File: src/rtl/uart_pkg.sv
// Shared definitions for the UART receive path: parity modes, receiver
// state encoding and a constant-safe ceil(log2) helper.
package uart_pkg;

  localparam int PAR_NONE = 0;
  localparam int PAR_EVEN = 1;
  localparam int PAR_ODD  = 2;

  typedef enum logic [2:0] {
    IDLE,
    START,
    DATA,
    PARITY,
    STOP,
    BREAK
  } rx_state_t;

  function automatic int clog2(input int value);
    int result;
    result = 0;
    for (int v = value - 1; v > 0; v = v >> 1) begin
      result = result + 1;
    end
    return result;
  endfunction

endpackage

File: src/rtl/sync_fifo.sv
// Show-ahead synchronous FIFO with wrap-bit pointers; the head entry is
// always presented on o_data. Also intended for reuse by the TX path.
module sync_fifo import uart_pkg::*; #(
  parameter int WIDTH = 8,
  parameter int DEPTH = 16
) (
  input  logic                   clk,
  input  logic                   reset,
  input  logic                   i_push,
  input  logic [WIDTH-1:0]       i_data,
  input  logic                   i_pop,
  output logic [WIDTH-1:0]       o_data,
  output logic [clog2(DEPTH):0]  o_count,
  output logic                   o_full,
  output logic                   o_empty
);

  localparam int AW = clog2(DEPTH);

  logic [WIDTH-1:0] r_mem [DEPTH];
  logic [AW:0]      r_wptr;
  logic [AW:0]      r_rptr;
  logic             w_do_push;
  logic             w_do_pop;

  assign o_empty   = (r_wptr == r_rptr);
  assign o_full    = (r_wptr[AW] != r_rptr[AW]) && (r_wptr[AW-1:0] == r_rptr[AW-1:0]);
  assign w_do_pop  = i_pop && !o_empty;
  // A full FIFO still accepts a write when the head leaves in the same cycle.
  assign w_do_push = i_push && (!o_full || w_do_pop);

  always_ff @(posedge clk) begin
    if (reset) begin
      r_wptr <= '0;
      r_rptr <= '0;
      for (int i = 0; i < DEPTH; i++) begin
        r_mem[i] <= '0;
      end
    end else begin
      if (w_do_push) begin
        r_mem[r_wptr[AW-1:0]] <= i_data;
        r_wptr                <= r_wptr + (AW+1)'(1);
      end
      if (w_do_pop) begin
        r_rptr <= r_rptr + (AW+1)'(1);
      end
    end
  end

  assign o_data  = r_mem[r_rptr[AW-1:0]];
  assign o_count = r_wptr - r_rptr;

endmodule

File: src/rtl/uart_rx_fifo.sv
// UART receiver (configurable width/parity/bit period) feeding a show-ahead
// receive FIFO, with sticky overrun and a level interrupt.
//   state  | meaning
//   IDLE   | line idle, waiting for a falling edge on the synchronised input
//   START  | timing to mid start bit; a high sample there is treated as a glitch
//   DATA   | sampling DATA_BITS data bits LSB first at mid-bit
//   PARITY | sampling the parity bit
//   STOP   | sampling the stop bit; the frame is pushed in the same cycle
//   BREAK  | stop bit was low; hold off until the line returns high
module uart_rx_fifo import uart_pkg::*; #(
  parameter int CLKS_PER_BIT = 5208,
  parameter int DATA_BITS    = 8,
  parameter int PARITY_MODE  = 0,
  parameter int FIFO_DEPTH   = 16,
  parameter int IRQ_THRESH   = 1
) (
  input  logic                        clk,
  input  logic                        reset,
  input  logic                        UART_RX,
  output logic [DATA_BITS-1:0]        rx_data,
  output logic                        rx_perr,
  output logic                        rx_ferr,
  output logic                        rx_valid,
  input  logic                        rx_ready,
  output logic [clog2(FIFO_DEPTH):0]  count,
  output logic                        overrun,
  input  logic                        ovr_clr,
  output logic                        irq
);

  localparam int                TW       = clog2(CLKS_PER_BIT);
  localparam int                CW       = clog2(FIFO_DEPTH) + 1;
  localparam logic [TW-1:0]     T_HALF   = TW'(CLKS_PER_BIT / 2 - 1);
  localparam logic [TW-1:0]     T_FULL   = TW'(CLKS_PER_BIT - 1);
  localparam logic [2:0]        LAST_BIT = 3'(DATA_BITS - 1);
  localparam logic [CW-1:0]     THR      = CW'(IRQ_THRESH);

  rx_state_t              r_state;
  logic [1:0]             r_sync;
  logic [TW-1:0]          r_tmr;
  logic [2:0]             r_bit_idx;
  logic [DATA_BITS-1:0]   r_shift;
  logic                   r_perr;
  logic                   r_overrun;

  logic                   w_rxs;
  logic                   w_tmr_done;
  logic                   w_par;
  logic                   w_push;
  logic [DATA_BITS+1:0]   w_push_data;
  logic [DATA_BITS+1:0]   w_head;
  logic                   w_full;
  logic                   w_empty;
  logic                   w_drop;

  assign w_rxs       = r_sync[1];
  assign w_tmr_done  = (r_tmr == '0);
  assign w_par       = (^r_shift) ^ w_rxs;
  assign w_push      = (r_state == STOP) && w_tmr_done;
  assign w_push_data = {~w_rxs, r_perr, r_shift};

  always_ff @(posedge clk) begin
    if (reset) begin
      r_sync    <= 2'b11;
      r_state   <= IDLE;
      r_tmr     <= '0;
      r_bit_idx <= '0;
      r_shift   <= '0;
      r_perr    <= 1'b0;
    end else begin
      r_sync <= {r_sync[0], UART_RX};
      if (!w_tmr_done) begin
        r_tmr <= r_tmr - TW'(1);
      end
      case (r_state)
        IDLE: begin
          if (!w_rxs) begin
            r_tmr   <= T_HALF;
            r_state <= START;
          end
        end
        START: begin
          if (w_tmr_done) begin
            if (w_rxs) begin
              r_state <= IDLE;
            end else begin
              r_tmr     <= T_FULL;
              r_bit_idx <= '0;
              r_perr    <= 1'b0;
              r_state   <= DATA;
            end
          end
        end
        DATA: begin
          if (w_tmr_done) begin
            r_shift <= {w_rxs, r_shift[DATA_BITS-1:1]};
            r_tmr   <= T_FULL;
            if (r_bit_idx == LAST_BIT) begin
              r_state <= (PARITY_MODE != PAR_NONE) ? PARITY : STOP;
            end else begin
              r_bit_idx <= r_bit_idx + 3'd1;
            end
          end
        end
        PARITY: begin
          if (w_tmr_done) begin
            r_perr  <= (PARITY_MODE == PAR_ODD) ? ~w_par : w_par;
            r_tmr   <= T_FULL;
            r_state <= STOP;
          end
        end
        STOP: begin
          if (w_tmr_done) begin
            r_state <= w_rxs ? IDLE : BREAK;
          end
        end
        BREAK: begin
          if (w_rxs) begin
            r_state <= IDLE;
          end
        end
        default: r_state <= IDLE;
      endcase
    end
  end

  sync_fifo #(
    .WIDTH(DATA_BITS + 2),
    .DEPTH(FIFO_DEPTH)
  ) u_fifo (
    .clk     (clk),
    .reset   (reset),
    .i_push  (w_push),
    .i_data  (w_push_data),
    .i_pop   (rx_ready),
    .o_data  (w_head),
    .o_count (count),
    .o_full  (w_full),
    .o_empty (w_empty)
  );

  // A drop only happens when the head is not leaving in the same cycle.
  assign w_drop = w_push && w_full && !(rx_ready && !w_empty);

  always_ff @(posedge clk) begin
    if (reset) begin
      r_overrun <= 1'b0;
    end else if (w_drop) begin
      r_overrun <= 1'b1;
    end else if (ovr_clr) begin
      r_overrun <= 1'b0;
    end
  end

  assign rx_data  = w_head[DATA_BITS-1:0];
  assign rx_perr  = w_head[DATA_BITS];
  assign rx_ferr  = w_head[DATA_BITS+1];
  assign rx_valid = !w_empty;
  assign overrun  = r_overrun;
  assign irq      = (count >= THR) | r_overrun;

endmodule

File: config.mk
export PLATFORM = sky130hd
export DESIGN_NAME = uart_rx_fifo
export DESIGN_NICKNAME = d
export VERILOG_FILES = /design/src/rtl/uart_pkg.sv /design/src/rtl/sync_fifo.sv /design/src/rtl/uart_rx_fifo.sv
export SDC_FILE = /design/constraint.sdc
export NUM_CORES = 1
export LEC_CHECK = 0
export ABC_AREA = 1
export ABC_CLOCK_PERIOD_IN_PS = 4400
export CAP_MARGIN = 5
export CORE_MARGIN = 10
export CORE_UTILIZATION = 45
export CTS_BUF_LIST = sky130_fd_sc_hd__clkbuf_8
export CTS_CLUSTER_SIZE = 25
export DETAILED_ROUTE_END_ITERATION = 16
export SLEW_MARGIN = 10
export SYNTH_ARGS = -nofsm -noshare
export SYNTH_HDL_FRONTEND = slang
export SYNTH_SLANG_ARGS = --single-unit
File: constraint.sdc
create_clock -name clk -period 4.4 [get_ports clk]
set_input_delay 1.32 -clock clk [delete_from_list [all_inputs] [get_ports clk]]
set_output_delay 1.32 -clock clk [all_outputs]
set_load 0.03 [all_outputs]
==> run summary <==
fin util - 0.5112
dpl cells - 1263
Worst Path Arrival - 2.86 ns
Final period util - 0.9495
xor and xnor area share after synthesis - 0.01250
count of input and output buffers - 22
vias in the first global route - 6913
Syn Area/Cell - 9.644 µm²
final hold viol count - 0
global-route wire length before repair - 37.82 mm
Chip Height - 167.6 µm
Finish-stage setup viols - 0
clk_lat worst skew - 0.53 ns
crit path time final - 4.178 ns
CP max FO - 5
via count - 6951
initial antenna violation count - 0
worst hold path type - flip-flop to flip-flop
maximum VDD drop - 396.2 µV
worst slew pin tran - 0.8706 ns
initial core utilization - 0.4622
Post-Syn Area - 9808 µm²
Seq/Total Area, Yosys - 0.5817
clk_skew - 0.02673 ns
Final GP Congestion - 0.7977
H-tree depth - 2
Root Driver - clkbuf_8
multiplexer share of the synthesized area - 0.04082
Worst Setup End Kind - output port
Post-DP HPWL - 15.37 mm
TritonCTS Sinks - 205
Compound-Gate Fraction of Synth Area - 0.1095
post-synthesis cell type count - 36
antenna viol nets, final - 0
Adder-Cell Fraction of Synth Area - 0.01862
final WL - 23.79 mm
IO Pins - 23
Worst setup SP type - flip-flop
Num CTS Buffers - 36
status - finished clean
Worst-path clk slew - 0.06 ns
final count of pins violating max slew - 0
relative slew slack - 0.4190
DRT iter0 DRCs - 612
layout cell share with drive strength beyond 1 - 0.08874
Post-synth EDFFs - 160
Layout area overhead - 10.60%
unrepaired setup endpoints after global routing - false
Via density - 5.254
Fin Setup TNS - 0 ns
synth warn - 0
commonest non-fill, non-tap cell in the layout - nor2_1
largest net degree at the start of global routing - 68
Synth Flop Type - edfxtp_1
number of synthesized register bits - 205
Cells after Synth - 1017
gr usage total - 0.1678
simple-gate share of the synthesized area - 0.1679
Final Net Count - 1045
clock tree buffer depth - 3
row count - 53
TritonRoute pass-1 iters - 5
Chip Width - 167.6 µm
setup bufs post-CTS - 0
final cell count without fillers - 1323
power per cell area - 443.0 nW/µm²
core area - 21220 µm²
die area - 28100 µm²
Crit Path Class - flip-flop to output port
FFs w/ async S/R, synth - 0
Worst Path Required - 3.08 ns
CTS tree - done
LEAKAGE - 3.915 nW
DRC Markers - 0
n_diodes - 0
most frequent cells in the layout - nor2_1 (188), edfxtp_1 (160), inv_1 (107), nand2_1 (103), o21ai_0 (76)
Peak Freq - 239.4 MHz
drt wl/cell - 17.98 µm
Max Cap Violations - 0
fin area - 10850 µm²
Overflow after GRT - 0
syn nets - 1036
largest family of logic cells by synthesized area - simple AND/OR/NAND/NOR gates
area post-placement - 10210 µm²
## metrics by stage
step | hold WS [ns] | worst slack (ns) | power (W)
after floorplan | 0.3895 | 0.9637 | 0.002990
after global placement | 0.4028 | 0.5330 | 0.003224
after detailed placement | 0.4071 | 0.5053 | 0.003230
after CTS | 0.4279 | 0.1691 | 0.004843
after global routing | 0.4528 | 0.03177 | 0.005056
final | 0.4272 | 0.2224 | 0.004805
## cell families (layout without fill, tap and decap cells)
family	Yosys count	after routing
simple gates	383	383
flops	205	205
compound gates	192	192
buf+inv	169	200
mux	40	40
fa+ha+maj	14	14
xor+xnor	14	14
## per-layer routing
layer	global-route usage	routed length, µm	vias to the layer above
met5	0	0	-
met4	0.06510	661	0
met3	0.02809	1250	50
met2	0.2689	11130	181
met1	0.2223	10740	3259
li1	-	-	3461
## synthesized netlist by cell type, types with 2 or more instances
library cell	instances	area, µm²
edfxtp_1	160	4805
ha_1	13	162.7
or2_2	2	12.51
xor2_1	11	96.34
mux2i_1	40	400.4
clkbuf_1	42	157.7
nand2_4	3	33.78
buf_6	3	33.78
inv_1	94	352.8
buf_2	16	80.08
nor2_4	4	45.04
nand2_2	2	12.51
nor2_1	188	705.7
nor3_1	7	35.03
nand4_1	5	31.28
nand2b_1	2	12.51
inv_2	4	15.01
xnor2_1	3	26.28
nand3_1	52	260.3
o211ai_1	40	300.3
o21ai_0	76	380.4
nand2_1	103	386.6
clkinv_1	9	33.78
nor2_2	11	68.82
dfxtp_1	45	900.9
a21oi_1	72	360.4
## power breakdown
group	switching, W	leakage (nW)	total [W]	internal [W]
registers	0.0000794	2.02	0.00226	0.00219
clock network	0.000776	0.374	0.00162	0.000841
logic	0.000595	1.52	0.000923	0.000329
## layout make-up
type	instances	area, µm²
sequential	205	5709
fill	1978	10370
timing repair buffer	33	326.6
clock buffer	37	509.2
multi-input combinational	643	3426
tap	275	344.1
clock inverter	23	131.4
inverter	107	401.6
## state kept, by name (all words and copies together) (netlist names), named ones only
signal and cells:
r_tmr 13, r_sync 2, r_perr 1, u_fifo.r_mem 160, u_fifo.r_wptr 5, u_fifo.r_rptr 5
r_bit_idx 3, r_shift 8, overrun 1, r_state 3
## worst paths after layout
check | startpoint | cells past startpoint | slack [ns] | end
setup / recovery | u_fifo.r_wptr[0] | 8 | 0.22 | irq
hold / removal | r_sync[0] | 1 | 0.43 | r_sync[1]
hold reg to reg | r_sync[0] | 1 | 0.43 | r_sync[1]
setup reg to reg | r_tmr[0] | 10 | 1.13 | u_fifo.r_mem[0][7]
## what timing repair did
| action | in CTS | in global routing |
|---|---|---|
| endpoints found under the setup margin | 1 | 0 |
| resized for setup | 1 | 0 |
| hold buffers | 0 | 0 |
## critical path, cell delays in order (launching register included)
cell and delay (ns):
dfxtp_1 0.34, inv_1 0.15, ha_1 0.17, inv_1 0.06, fa_1 0.46, xor2_1 0.20
nor4_1 0.15, or3b_2 0.45, dlygate4sd2_1 0.36
Note: power is estimated with default switching activity, not from simulation.
